[config.mk]
export PLATFORM = sky130hd
export DESIGN_NAME = xc_malu_mul
export DESIGN_NICKNAME = d
export VERILOG_FILES = /design/src/rtl/xc_malu_pkg.sv /design/src/rtl/xc_malu_mul_step.sv /design/src/rtl/xc_malu_mul.sv
export SDC_FILE = /design/constraint.sdc
export NUM_CORES = 1
export LEC_CHECK = 0
export ABC_AREA = 1
export CORE_ASPECT_RATIO = 0.9
export CORE_MARGIN = 5
export CORE_UTILIZATION = 52
export DETAILED_ROUTE_END_ITERATION = 7
export PLACE_DENSITY_LB_ADDON = 0.3
export SYNTH_ARGS = -nofsm -noshare
export SYNTH_HDL_FRONTEND = slang
export SYNTH_SLANG_ARGS = --single-unit
[constraint.sdc]
create_clock -name clock -period 9.3 [get_ports clock]
set_clock_uncertainty 0.2 [all_clocks]
set_input_delay 1.395 -clock clock [delete_from_list [all_inputs] [get_ports clock]]
set_output_delay 1.395 -clock clock [all_outputs]
set_load 0.02 [all_outputs]
[src/rtl/xc_malu_pkg.sv]
// Shared types and constants for the MALU multiply-accumulate stage.
// Optional build macro XC_MALU_MUL_RADIX4_EN selects two multiplier bits per step.
package xc_malu_pkg;

    localparam int XLEN_DEFAULT = 32;

`ifdef XC_MALU_MUL_RADIX4_EN
    localparam int MUL_BITS_PER_STEP = 2;
`else
    localparam int MUL_BITS_PER_STEP = 1;
`endif

    typedef enum logic [1:0] {
        MUL_IDLE = 2'd0,
        MUL_BUSY = 2'd1,
        MUL_DONE = 2'd2
    } mul_state_t;

    function automatic int mul_latency(input int xlen);
        return xlen / MUL_BITS_PER_STEP;
    endfunction

    localparam int MUL_LATENCY = mul_latency(XLEN_DEFAULT);

endpackage

[src/rtl/xc_malu_mul_step.sv]
// One shift-add step: adds a<<(count+i) for every set multiplier bit i.
// Combinational, no latency; no handshake.
// Backpressure: none, the caller owns all state.
module xc_malu_mul_step #(
    parameter int XLEN = 32,
    parameter int BITS = 1,
    parameter int CW   = $clog2(XLEN)
) (
    input  logic [2*XLEN-1:0] acc,
    input  logic [XLEN-1:0]   a,
    input  logic [BITS-1:0]   mul_bits,
    input  logic [CW-1:0]     count,
    output logic [2*XLEN-1:0] acc_nxt
);

    logic [2*XLEN-1:0] a_ext;

    assign a_ext = {{XLEN{1'b0}}, a};

    always_comb begin
        acc_nxt = acc;
        for (int i = 0; i < BITS; i++) begin
            if (mul_bits[i]) begin
                acc_nxt = acc_nxt + (a_ext << (int'(count) + i));
            end
        end
    end

endmodule

[src/rtl/xc_malu_mul.sv]
// Iterative unsigned rs1*rs2+rs3 for MALU long arithmetic (XC_MALU_MUL_RADIX4_EN: 2 bits/step).
// Latency: XLEN (or XLEN/2) cycles from accept edge to out_valid; one op in flight.
// Backpressure: result held in DONE until out_ready; in_ready low in BUSY/DONE.
module xc_malu_mul
    import xc_malu_pkg::*;
#(
    parameter int XLEN = XLEN_DEFAULT
) (
    input  logic            clock,
    input  logic            reset,
    input  logic            flush,
    input  logic            in_valid,
    output logic            in_ready,
    input  logic [XLEN-1:0] rs1,
    input  logic [XLEN-1:0] rs2,
    input  logic [XLEN-1:0] rs3,
    output logic            out_valid,
    input  logic            out_ready,
    output logic [XLEN-1:0] rd_hi,
    output logic [XLEN-1:0] rd_lo
);

    localparam int CW   = $clog2(XLEN);
    localparam int STEP = MUL_BITS_PER_STEP;
    localparam logic [CW-1:0] COUNT_LAST = CW'(XLEN - STEP);

    mul_state_t        state_q, state_d;
    logic [XLEN-1:0]   a_q, a_d;
    logic [XLEN-1:0]   b_q, b_d;
    logic [2*XLEN-1:0] acc_q, acc_d;
    logic [2*XLEN-1:0] res_q, res_d;
    logic [CW-1:0]     count_q, count_d;
    logic [2*XLEN-1:0] step_acc;
    logic [STEP-1:0]   mul_bits;

`ifdef XC_MALU_MUL_RADIX4_EN
    logic [CW-1:0] count_p1;
    assign count_p1 = count_q + CW'(1);
    assign mul_bits = {b_q[count_p1], b_q[count_q]};
`else
    assign mul_bits = b_q[count_q];
`endif

    xc_malu_mul_step #(
        .XLEN (XLEN),
        .BITS (STEP),
        .CW   (CW)
    ) u_step (
        .acc      (acc_q),
        .a        (a_q),
        .mul_bits (mul_bits),
        .count    (count_q),
        .acc_nxt  (step_acc)
    );

    always_comb begin
        state_d = state_q;
        a_d     = a_q;
        b_d     = b_q;
        acc_d   = acc_q;
        res_d   = res_q;
        count_d = count_q;
        case (state_q)
            MUL_IDLE: begin
                if (in_valid) begin
                    a_d     = rs1;
                    b_d     = rs2;
                    acc_d   = {{XLEN{1'b0}}, rs3};
                    count_d = '0;
                    state_d = MUL_BUSY;
                end
            end
            MUL_BUSY: begin
                acc_d   = step_acc;
                count_d = count_q + CW'(STEP);
                if (count_q == COUNT_LAST) begin
                    // result copied out so rd_* keep the last value after leaving DONE
                    res_d   = step_acc;
                    count_d = '0;
                    state_d = MUL_DONE;
                end
            end
            MUL_DONE: begin
                if (out_ready) begin
                    state_d = MUL_IDLE;
                end
            end
            default: state_d = MUL_IDLE;
        endcase
        if (flush) begin
            state_d = MUL_IDLE;
            count_d = '0;
        end
    end

    always_ff @(posedge clock) begin
        if (reset) begin
            state_q <= MUL_IDLE;
            a_q     <= '0;
            b_q     <= '0;
            acc_q   <= '0;
            res_q   <= '0;
            count_q <= '0;
        end else begin
            state_q <= state_d;
            a_q     <= a_d;
            b_q     <= b_d;
            acc_q   <= acc_d;
            res_q   <= res_d;
            count_q <= count_d;
        end
    end

    assign in_ready  = (state_q == MUL_IDLE);
    assign out_valid = (state_q == MUL_DONE);
    assign rd_hi     = res_q[2*XLEN-1:XLEN];
    assign rd_lo     = res_q[XLEN-1:0];

endmodule

==> Word level (Yosys, flattened, before mapping) <==
Cells that the tools add are included.
{ "word_totals": {"regBits": 199, "in_bits": 101, "output_inout_bits": 66, "wordCells": 35} }
{ "op_classes": {"add_sub_neg": 2, "order_cmp": 1, "eq_ne": 6, "n_shift": 1, "muxes": 12, "reduce_logical": 7} }
{ "op_table": {"columns": ["cell", "n"], "rows": [
  ["64-bit 2-to-1 mux", 2],
  ["64-bit one-hot mux with 2 select lines", 1],
  ["64-bit adder", 1],
  ["32-bit by 5-bit << shifter with 64-bit output", 1],
  ["5-bit 2-to-1 mux", 2],
  ["5-bit one-hot mux with 2 select lines", 1],
  ["5-bit by 6-bit < comparator with 1-bit output (second input constant)", 1],
  ["2-bit 2-to-1 mux", 3],
  ["2-bit one-hot mux with 3 select lines", 1],
  ["2-bit AND reduction", 3],
  ["5-bit by 1-bit adder with 5-bit output (second input constant)", 1],
  ["1-bit binary-select mux with 5-bit select", 1],
  ["5-bit equality test (second input constant)", 1],
  ["2-bit != test (second input constant)", 2],
  ["3-bit AND reduction", 1],
  ["2-bit by 1-bit equality test with 1-bit output (second input constant)", 1],
  ["2-bit equality test (second input constant)", 1],
  ["2-bit logical NOT", 1],
  ["2-bit by 1-bit != test with 1-bit output (second input constant)", 1],
  ["2-bit nonzero test", 1],
  ["2-bit OR reduction", 1],
  ["1-bit 2-to-1 mux", 1]
]} }

==> Depth between registers and ports, before layout <==
{ "logic_depth": {"depth_word": 4, "mapped_depth": 31} }

==> Cells and area by module <==
Synthesis repeated with hierarchy kept, for this count alone.
{ "hier_totals": {"hier_cells": 2835, "area_unflattened_um2": 16200.5} }
{ "modules_own_cells": {"columns": ["mod", "n_inst", "cells_per_inst", "area_each_um2", "seq_area_each_um2"], "rows": [
  ["xc_malu_mul_step", 1, 1838, 8573.2, 0.0],
  ["xc_malu_mul", 1, 997, 7627.3, 3983.8]
]} }

==> Worst setup path after synthesis <==
Ideal clock, no wire load.
{ "synth_timing": {"path_type": "register -> register", "from": "reg count_q[0]", "to": "reg res_q[44]", "t_arrival_ps": 3109, "t_required_ps": 8986, "setup_slack_ps": 5877, "stages_incl_launch_ff": 27, "path_buffers": 4, "synth_period_minus_slack_ps": 3423, "path_cell_list": "dfxtp_1 buf_6 buf_6 buf_4 buf_4 nand2_1 nand2_1 o21ai_0 nor2_1 a31oi_1 nand2_1 o21ai_0 mux2i_1 ha_1 nand2_1 nor2_1 inv_1 nor2_1 nand2_1 nor3_1 nand2_1 nand3_1 nand2_1 nand3_1 nand2_1 o21bai_1 inv_1"} }
{ "synth_via": {"elab_chain_len": 3, "elab_cells_between_ends": 7} }
{ "synth_rtl": {"columns": ["item", "line", "source"], "rows": [
  ["start, declared", "xc_malu_mul.sv:32", "logic [CW-1:0] count_q, count_d;"],
  ["start signal, assigned", "xc_malu_mul.sv:110", "count_q <= count_d;"],
  ["32-bit by 5-bit << shifter with 64-bit output or 1-bit binary-select mux with 5-bit select (tied branches)", "xc_malu_mul_step.sv:24, xc_malu_mul.sv:41", null],
  ["64-bit adder or 1-bit 2-to-1 mux (tied branches)", "xc_malu_mul_step.sv:24, xc_malu_mul.sv:41", null],
  ["64-bit 2-to-1 mux", "xc_malu_mul_step.sv:23", "if (mul_bits[i]) begin"],
  ["end signal, assigned", "xc_malu_mul.sv:109", "res_q <= res_d;"],
  ["end, declared", "xc_malu_mul.sv:31", "logic [2*XLEN-1:0] res_q, res_d;"]
]} }
Several ways; a longest one is shown, not always the timed one. The select of a mux whose other input is x is not followed.
A chain may end at the register's enable or synchronous reset.

==> Final worst setup path <==
{ "layout_timing": {"from": "reg count_q[0]", "to": "reg acc_q[60]"} }
{ "layout_via": {"elab_chain_len": 4, "elab_cells_between_ends": 6} }
{ "layout_rtl": {"columns": ["item", "line", "source"], "rows": [
  ["32-bit by 5-bit << shifter with 64-bit output or 1-bit binary-select mux with 5-bit select (tied branches)", "xc_malu_mul_step.sv:24, xc_malu_mul.sv:41", null],
  ["64-bit adder or 1-bit 2-to-1 mux (tied branches)", "xc_malu_mul_step.sv:24, xc_malu_mul.sv:41", null],
  ["64-bit 2-to-1 mux *", "xc_malu_mul_step.sv:23", null],
  ["64-bit one-hot mux with 2 select lines *", "xc_malu_mul.sv:63", "case (state_q)"],
  ["end signal, assigned", "xc_malu_mul.sv:101", "acc_q <= '0;"],
  ["end signal, assigned", "xc_malu_mul.sv:108", "acc_q <= acc_d;"],
  ["end, declared", "xc_malu_mul.sv:30", "logic [2*XLEN-1:0] acc_q, acc_d;"]
]} }
Mark *: on every way between the ends. The rest lies on a longest branch, timed or not. The select of a mux whose other input is x is not followed.

==> impl_summary.log <==
[metrics] run status: finished, final reports clean
[metrics] ratio of routed vias to standard cells: 5.472
[metrics] end of the worst register-to-register path: acc_q[60]
[metrics] Synthesis Warnings: 0
[metrics] Final nets: 3180
[metrics] weighted congestion reported at the end of routability-driven placement: 1.078
[metrics] Worst Hold End: b_q[2]
[metrics] mean instance size in the synthesized netlist: 5.638 um2
[metrics] total negative slack for setup checks: 0 ps
[metrics] Max transition margin: 27.17%
[metrics] site row count: 62
[metrics] count of mapped cells out of synthesis: 2934
[metrics] number of cells on the worst reg-to-reg path: 22
[metrics] fraction of power consumed by the clock network: 35.6%
[metrics] Post-Syn Area: 16540 um2
[metrics] sinks on the clock net: 199
[metrics] switching part of the total power: 34.03%
[metrics] CTS tree: built
[metrics] final period utilization: 57.90%
[metrics] detailed-route DRC error count: 0
[metrics] Placed Area: 18240 um2
[metrics] deepest clock path buffer count: 2
[metrics] main flop type after synthesis: sky130_fd_sc_hd__dfxtp_1
[metrics] count of input and output buffers: 166
[metrics] area share of the largest cell type after synthesis: 24.08%
[metrics] cells taking the most area after synthesis: sky130_fd_sc_hd__dfxtp_1 (24%), sky130_fd_sc_hd__nand2_1 (23%), sky130_fd_sc_hd__inv_1 (11%)
[metrics] path category of the worst min-delay check: flip-flop to flip-flop
[metrics] Worst EP required: 9490 ps
[metrics] share of power burned in registers: 43.1%
[metrics] count of instances resized after the clock tree is built: 0
[metrics] vias in the first global route: 17420
[metrics] synthesis-stage register bit count: 199
[metrics] RSZ-0062 raised after global routing: false
[metrics] final setup violating endpoints: 0
[metrics] Via Count: 18830
[metrics] number of flops mapped to enable cells by yosys: 0
[metrics] hold violation total from the final report: 0
[metrics] Min Clock Period, post-route: 5384 ps
[metrics] Die X-Extent: 198.0 um
[metrics] largest fanout on the critical path: 54
[metrics] CTS Buf Count: 17
[metrics] Mapped Nets: 3101
[metrics] grt ovf: 0
[metrics] combinational group share of total power: 21.3%
[metrics] effective utilization at floorplan: 52.27%
[metrics] final cell count without fillers: 3441
[metrics] fraction of the yosys area taken by sequential cells: 24.08%
[metrics] post-DR wirelength/cell: 18.45 um
[metrics] H-tree levels: 4
[metrics] buffer type at the clock tree root: sky130_fd_sc_hd__clkbuf_16
[metrics] startpoint of the lowest-slack register-to-register path: count_q[0]
[metrics] switching power: 720.8 uW
[metrics] first-pass GRT wire length: 96730 um
[metrics] leak pwr: 0.009570 uW
[metrics] clock transition at the registers of the reported paths: 80 ps
[metrics] ANT nets after route: 0
[metrics] Max Cap Viol: 0
[metrics] HPWL reported at the end of detailed placement: 49800 um
[metrics] cell depth of the worst hold path: 2
[metrics] hold wc startpoint: b_q[2]
[metrics] placed cell count: 3410
[metrics] initial antenna violation count: 0
[metrics] element type at the critical path start: flip-flop
[metrics] number of distinct library cells after synthesis: 46
[metrics] final slew viol count: 0
[metrics] placeable core area: 31650 um2
[metrics] post-route cell area: 18810 um2
[metrics] total track usage: 35.43%
[metrics] maximum number of pins on one net before global-route repair: 97
[metrics] Hold-fix buffers, CTS: 0
[metrics] clock latency of the later-clocked register in the worst-skew pair: 470 ps
[metrics] count of boundary I/O pins: 167
[metrics] Layout Area Growth over Synthesis: 13.71%
[metrics] Crit Path Category: flip-flop to flip-flop
[metrics] sort of element at the end of the critical path: flip-flop
[metrics] total die area: 35480 um2
[metrics] Post-synth ARST share: 0%
[metrics] signal arrival time at the worst endpoint: 5580 ps
[metrics] library cell occupying the most area in the post-synthesis netlist: sky130_fd_sc_hd__dfxtp_1
[metrics] Antenna diodes: 0
[metrics] minimum setup slack among reg-to-reg paths: 3920 ps
[metrics] total internal power: 1398 uW
[metrics] number of setup buffers added after CTS: 0
[metrics] die outline height: 179.2 um
[metrics] fraction of layout cells with a size suffix above 1: 3.438%
[metrics] first-pass iteration count of the detailed router: 6
[metrics] number of fillers in the final layout: 3163
[metrics] worst vdd ir: 0.0001455 V
[metrics] achievable frequency: 0.1857 GHz
[metrics] drt total wl: 63500 um
[metrics] worst-margin pin slew: 1091 ps
[metrics] initial detailed-routing violation count: 1774
[metrics] PD cells: 112.6 nW/um2
state kept, by name, summed over array words and instances, names as in the netlist:
| name | cells |
|---|---|
| res_q | 64 |
| b_q | 32 |
| a_q | 32 |
| count_q | 5 |
| state_q | 2 |
| acc_q | 64 |
routing by layer:
layer | track usage [%] | wire (um) | share of wire (%) | vias up
met4 | 11.24 | 1913 | 3.0 | 0
met1 | 50.38 | 28870 | 45 | 8614
met2 | 53.19 | 26480 | 42 | 861
met3 | 8.136 | 6243 | 9.8 | 117
met5 | 0 | 0 | 0 | -
li1 | - | - | - | 9237
Yosys cell counts, drive strengths merged, types with 20 or more instances:
| cell | n |
|---|---|
| dfxtp | 199 |
| or2 | 32 |
| inv | 499 |
| nor2 | 278 |
| ha | 65 |
| nand3 | 190 |
| a21oi | 127 |
| o21ai | 249 |
| nor3 | 27 |
| o21bai | 40 |
| mux2i | 22 |
| clkbuf | 81 |
| nand2 | 1013 |
| o21a | 20 |
| buf | 38 |
power by group through the flow:
| stage | combinational [uW] | sequential, uW | clock [uW] |
|---|---|---|---|
| floorplan | 296 | 921 | 0 |
| global placement | 429 | 931 | 0 |
| detailed placement | 437 | 932 | 0 |
| CTS | 440 | 912 | 758 |
| global route | 493 | 917 | 795 |
| finish | 451 | 913 | 755 |
layout by cell type, fill, tap and decap left out, types with 4 or more instances in the layout:
master / instances
sky130_fd_sc_hd__ha_1: 65
sky130_fd_sc_hd__clkdlybuf4s50_1: 165
sky130_fd_sc_hd__or2_2: 10
sky130_fd_sc_hd__clkbuf_16: 17
sky130_fd_sc_hd__o21bai_1: 40
sky130_fd_sc_hd__nor3_1: 27
sky130_fd_sc_hd__a22oi_1: 4
sky130_fd_sc_hd__o21ai_2: 23
sky130_fd_sc_hd__o21ai_1: 7
sky130_fd_sc_hd__or2_1: 22
sky130_fd_sc_hd__nand2_1: 1010
sky130_fd_sc_hd__o21a_1: 20
sky130_fd_sc_hd__nor2_1: 275
sky130_fd_sc_hd__buf_4: 13
sky130_fd_sc_hd__nand3b_1: 6
sky130_fd_sc_hd__mux2i_1: 22
sky130_fd_sc_hd__inv_1: 492
sky130_fd_sc_hd__inv_8: 4
sky130_fd_sc_hd__o21ai_0: 219
sky130_fd_sc_hd__xor2_1: 16
sky130_fd_sc_hd__dfxtp_1: 198
sky130_fd_sc_hd__a31oi_1: 8
sky130_fd_sc_hd__nand4_1: 4
sky130_fd_sc_hd__nand3_1: 181
sky130_fd_sc_hd__nand3_2: 9
sky130_fd_sc_hd__a21oi_1: 126
sky130_fd_sc_hd__inv_2: 6
layout make-up:
class | count | area (um2) | area share (%)
Inverter | 499 | 1881 | 9.997
Sequential cell | 199 | 3985 | 21.19
Clock inverter | 13 | 138.9 | 0.7383
Timing Repair Buffer | 179 | 1754 | 9.326
Multi-Input combinational cell | 2117 | 10100 | 53.71
Clock buffer | 18 | 429.2 | 2.282
Tap cell | 416 | 520.5 | 2.767
metrics by stage:
stage	power [uW]	hold WS [ps]	setup WS [ps]	utilization, %
6_report	2118	285.6	3916	59.43
5_1_grt	2205	311.8	3613	59.43
4_1_cts	2110	280.7	4185	59.43
3_5_place_dp	1369	268.8	4206	57.64
3_3_place_gp	1360	242.7	4190	57.64
2_1_floorplan	1217	229.8	5877	-
worst max-delay path, stage by stage, from the launching register on:
cell and delay [ps]:
sky130_fd_sc_hd__dfxtp_2 990, sky130_fd_sc_hd__inv_8 240, sky130_fd_sc_hd__nand2_1 120, sky130_fd_sc_hd__nand2_1 60, sky130_fd_sc_hd__o21ai_0 300, sky130_fd_sc_hd__nor2_1 70
sky130_fd_sc_hd__a31oi_1 380, sky130_fd_sc_hd__nor3_1 140, sky130_fd_sc_hd__ha_1 380, sky130_fd_sc_hd__nand2_1 120, sky130_fd_sc_hd__nor2_1 490, sky130_fd_sc_hd__nand2_1 110
sky130_fd_sc_hd__nand2_1 340, sky130_fd_sc_hd__nand2_1 90, sky130_fd_sc_hd__nand2_1 280, sky130_fd_sc_hd__nand2_1 90, sky130_fd_sc_hd__nand2_1 160, sky130_fd_sc_hd__nand2_1 190
sky130_fd_sc_hd__nand2_1 110, sky130_fd_sc_hd__nand2_1 50, sky130_fd_sc_hd__nand3_1 110, sky130_fd_sc_hd__nand3_1 90, sky130_fd_sc_hd__a21oi_1 180
worst max path at each step:
stage	start	depth (start not counted)	end	slack (ps)
finish	count_q[0]	22	acc_q[60]	3920
global route	count_q[0]	22	acc_q[30]	3610
CTS	count_q[0]	25	res_q[62]	4190
detailed placement	count_q[0]	25	res_q[62]	4210
global placement	count_q[0]	25	res_q[62]	4190
floorplan	count_q[0]	26	res_q[44]	5880
kinds of logic after synthesis:
kind of cell,Yosys count,synth area share [%]
AO/OA/AOI/OAI,457,15.59
AND/OR/NAND/NOR,1555,38.12
multiplexers,22,1.331
adder cells (fa/ha/maj),66,5.037
buffers and inverters,618,14.94
flip-flops,199,24.08
XOR/XNOR,17,0.9001
Power figures use the tool's default switching activity.
==> variant: new RTL, same flow settings <==
Change the package constant `XLEN_DEFAULT` from 32 to 16.
--- a/src/rtl/xc_malu_pkg.sv
+++ b/src/rtl/xc_malu_pkg.sv
@@ -2,7 +2,7 @@
 // Optional build macro XC_MALU_MUL_RADIX4_EN selects two multiplier bits per step.
 package xc_malu_pkg;
 
-    localparam int XLEN_DEFAULT = 32;
+    localparam int XLEN_DEFAULT = 16;
 
 `ifdef XC_MALU_MUL_RADIX4_EN
     localparam int MUL_BITS_PER_STEP = 2;
Interface: changed (5 resized); port bits go from 167 to 87. No check against the original RTL was run, so the function may have changed too.
==> variant against the original RTL <==
- synthesized cell count fell by 55%
- wire length is 65% lower
- utilization up 2.4 points
- total power down 50%
- cell count shrank 55%
- sequential cell count is 97 lower
- final area is 54% lower
- die area is 52% lower
- worst setup slack better by 0.96 ns
- maximum frequency grew 22%
- synthesized area decreased by 55%
==> variant: results (changes against the original RTL) <==
* Status: finished, final reports clean (unchanged)
* Register area share after synthesis at 27.2% (was 24.1%)
* Vias/cell at 5.14 (was 5.47)
* Share of cells above drive strength 1 at 3.58% (was 3.44%)
* CP max stage cell: dfxtp_1 (was dfxtp_2)
* VDD IR max at 0.119 mV (was 0.145 mV)
* Drt pass-1 iters at 5 (was 6)
* GRT Total Usage at 26.8% (was 35.4%)
* PortBufs at 86 (was 166)
* Top Registers: acc_q: 32 flops, res_q: 32 flops (was acc_q: 64 flops, res_q: 64 flops)
* HPWL Detailed at 16900 µm (was 49800 µm)
* Pre-CTS setup slack at 4.94 ns (was 4.21 ns)
* Via count at 8036 (was 18800)
* Syn nets at 1403 (was 3101)
* Synth Area in Compound Gates at 14.2% (was 15.6%)
* Synth cell types at 31 (was 46)
* Worst Path Arrival at 4.43 ns (was 5.58 ns)
* 1st-iter DRT viols at 780 (was 1774)
* Post-synthesis mux area share at 0.267% (was 1.33%)
* Top cells by area, synth: dfxtp_1, nand2_1, inv_1 (unchanged)
* H-tree depth at 3 (was 4)
* CP max FO at 31 (was 54)
* First-pass GRT wire length at 35600 µm (was 96700 µm)
* CTS buffer count at 9 (was 17)
* Wirelength, routed at 22000 µm (was 63500 µm)
* Leak at 0.00438 µW (was 0.00957 µW)
* Clock insertion delay at the later pin of the skew report at 0.35 ns (was 0.47 ns)
variant: worst paths after layout:
kind,slack (ns),start,cells past startpoint,endpoint
hold / removal,0.28,a_q[12]$_SDFFE_PP0P_,2,a_q[12]$_SDFFE_PP0P_
setup / recovery,4.87,count_q[0]$_SDFFE_PP0P_,18,acc_q[12]$_SDFFE_PP0P_
setup reg to reg,4.87,count_q[0]$_SDFFE_PP0P_,18,acc_q[12]$_SDFFE_PP0P_
hold reg to reg,0.28,a_q[12]$_SDFFE_PP0P_,2,a_q[12]$_SDFFE_PP0P_
variant: cell type report:
type                            count  area (µm²)
Timing Repair Buffer               91         893
Clock buffer                       10         239
Sequential cell                   102        2040
Tap cell                          193         241
Inverter                          193         724
Fill cell                        1422        5390
Multi-Input combinational cell    968        4510
Clock inverter                      6        73.8
variant: where the power goes:
part	internal, µW	total, µW	switching (µW)
Sequential	454	468	14.1
Combinational	76.0	199	123
Clock	220	397	176
Total	750	1060	314
variant: worst reg2reg max path, delay by kind of cell, from the launching register on:
kind            cells  cell delay (ns)
flops               1             0.98
compound gates      5             0.88
simple gates       10             1.37
buf+inv             2             0.46
fa+ha+maj           1             0.39
variant: per-stage QoR:
| step | power (µW) | hold WS [ns] | area, µm² |
|---|---|---|---|
| 3_3_place_gp | 669 | 0.265 | 8410 |
| 2_1_floorplan | 609 | 0.224 | 7510 |
| 3_5_place_dp | 671 | 0.269 | 8410 |
| 5_1_grt | 1120 | 0.299 | 8720 |
| 4_1_cts | 1070 | 0.281 | 8720 |
| 6_report | 1060 | 0.282 | 8720 |
variant: cell families (layout without fill, tap and decap cells):
logic type / Yosys count / count (layout)
DFF: 102 / 102
AOI/OAI and AO/OA: 196 / 196
xor gates and xnor gates: 8 / 8
and+or+nand+nor: 729 / 729
adders and majority gates: 33 / 33
buffers and inverters: 247 / 300
muxes: 2 / 2
variant: per-layer routing:
metal,vias to the layer above,track usage (%),wire length [µm]
met1,3531,41.0,10800
met3,13,5.01,2040
li1,4186,-,-
met5,-,0,0
met2,306,39.2,8880
met4,0,5.04,216
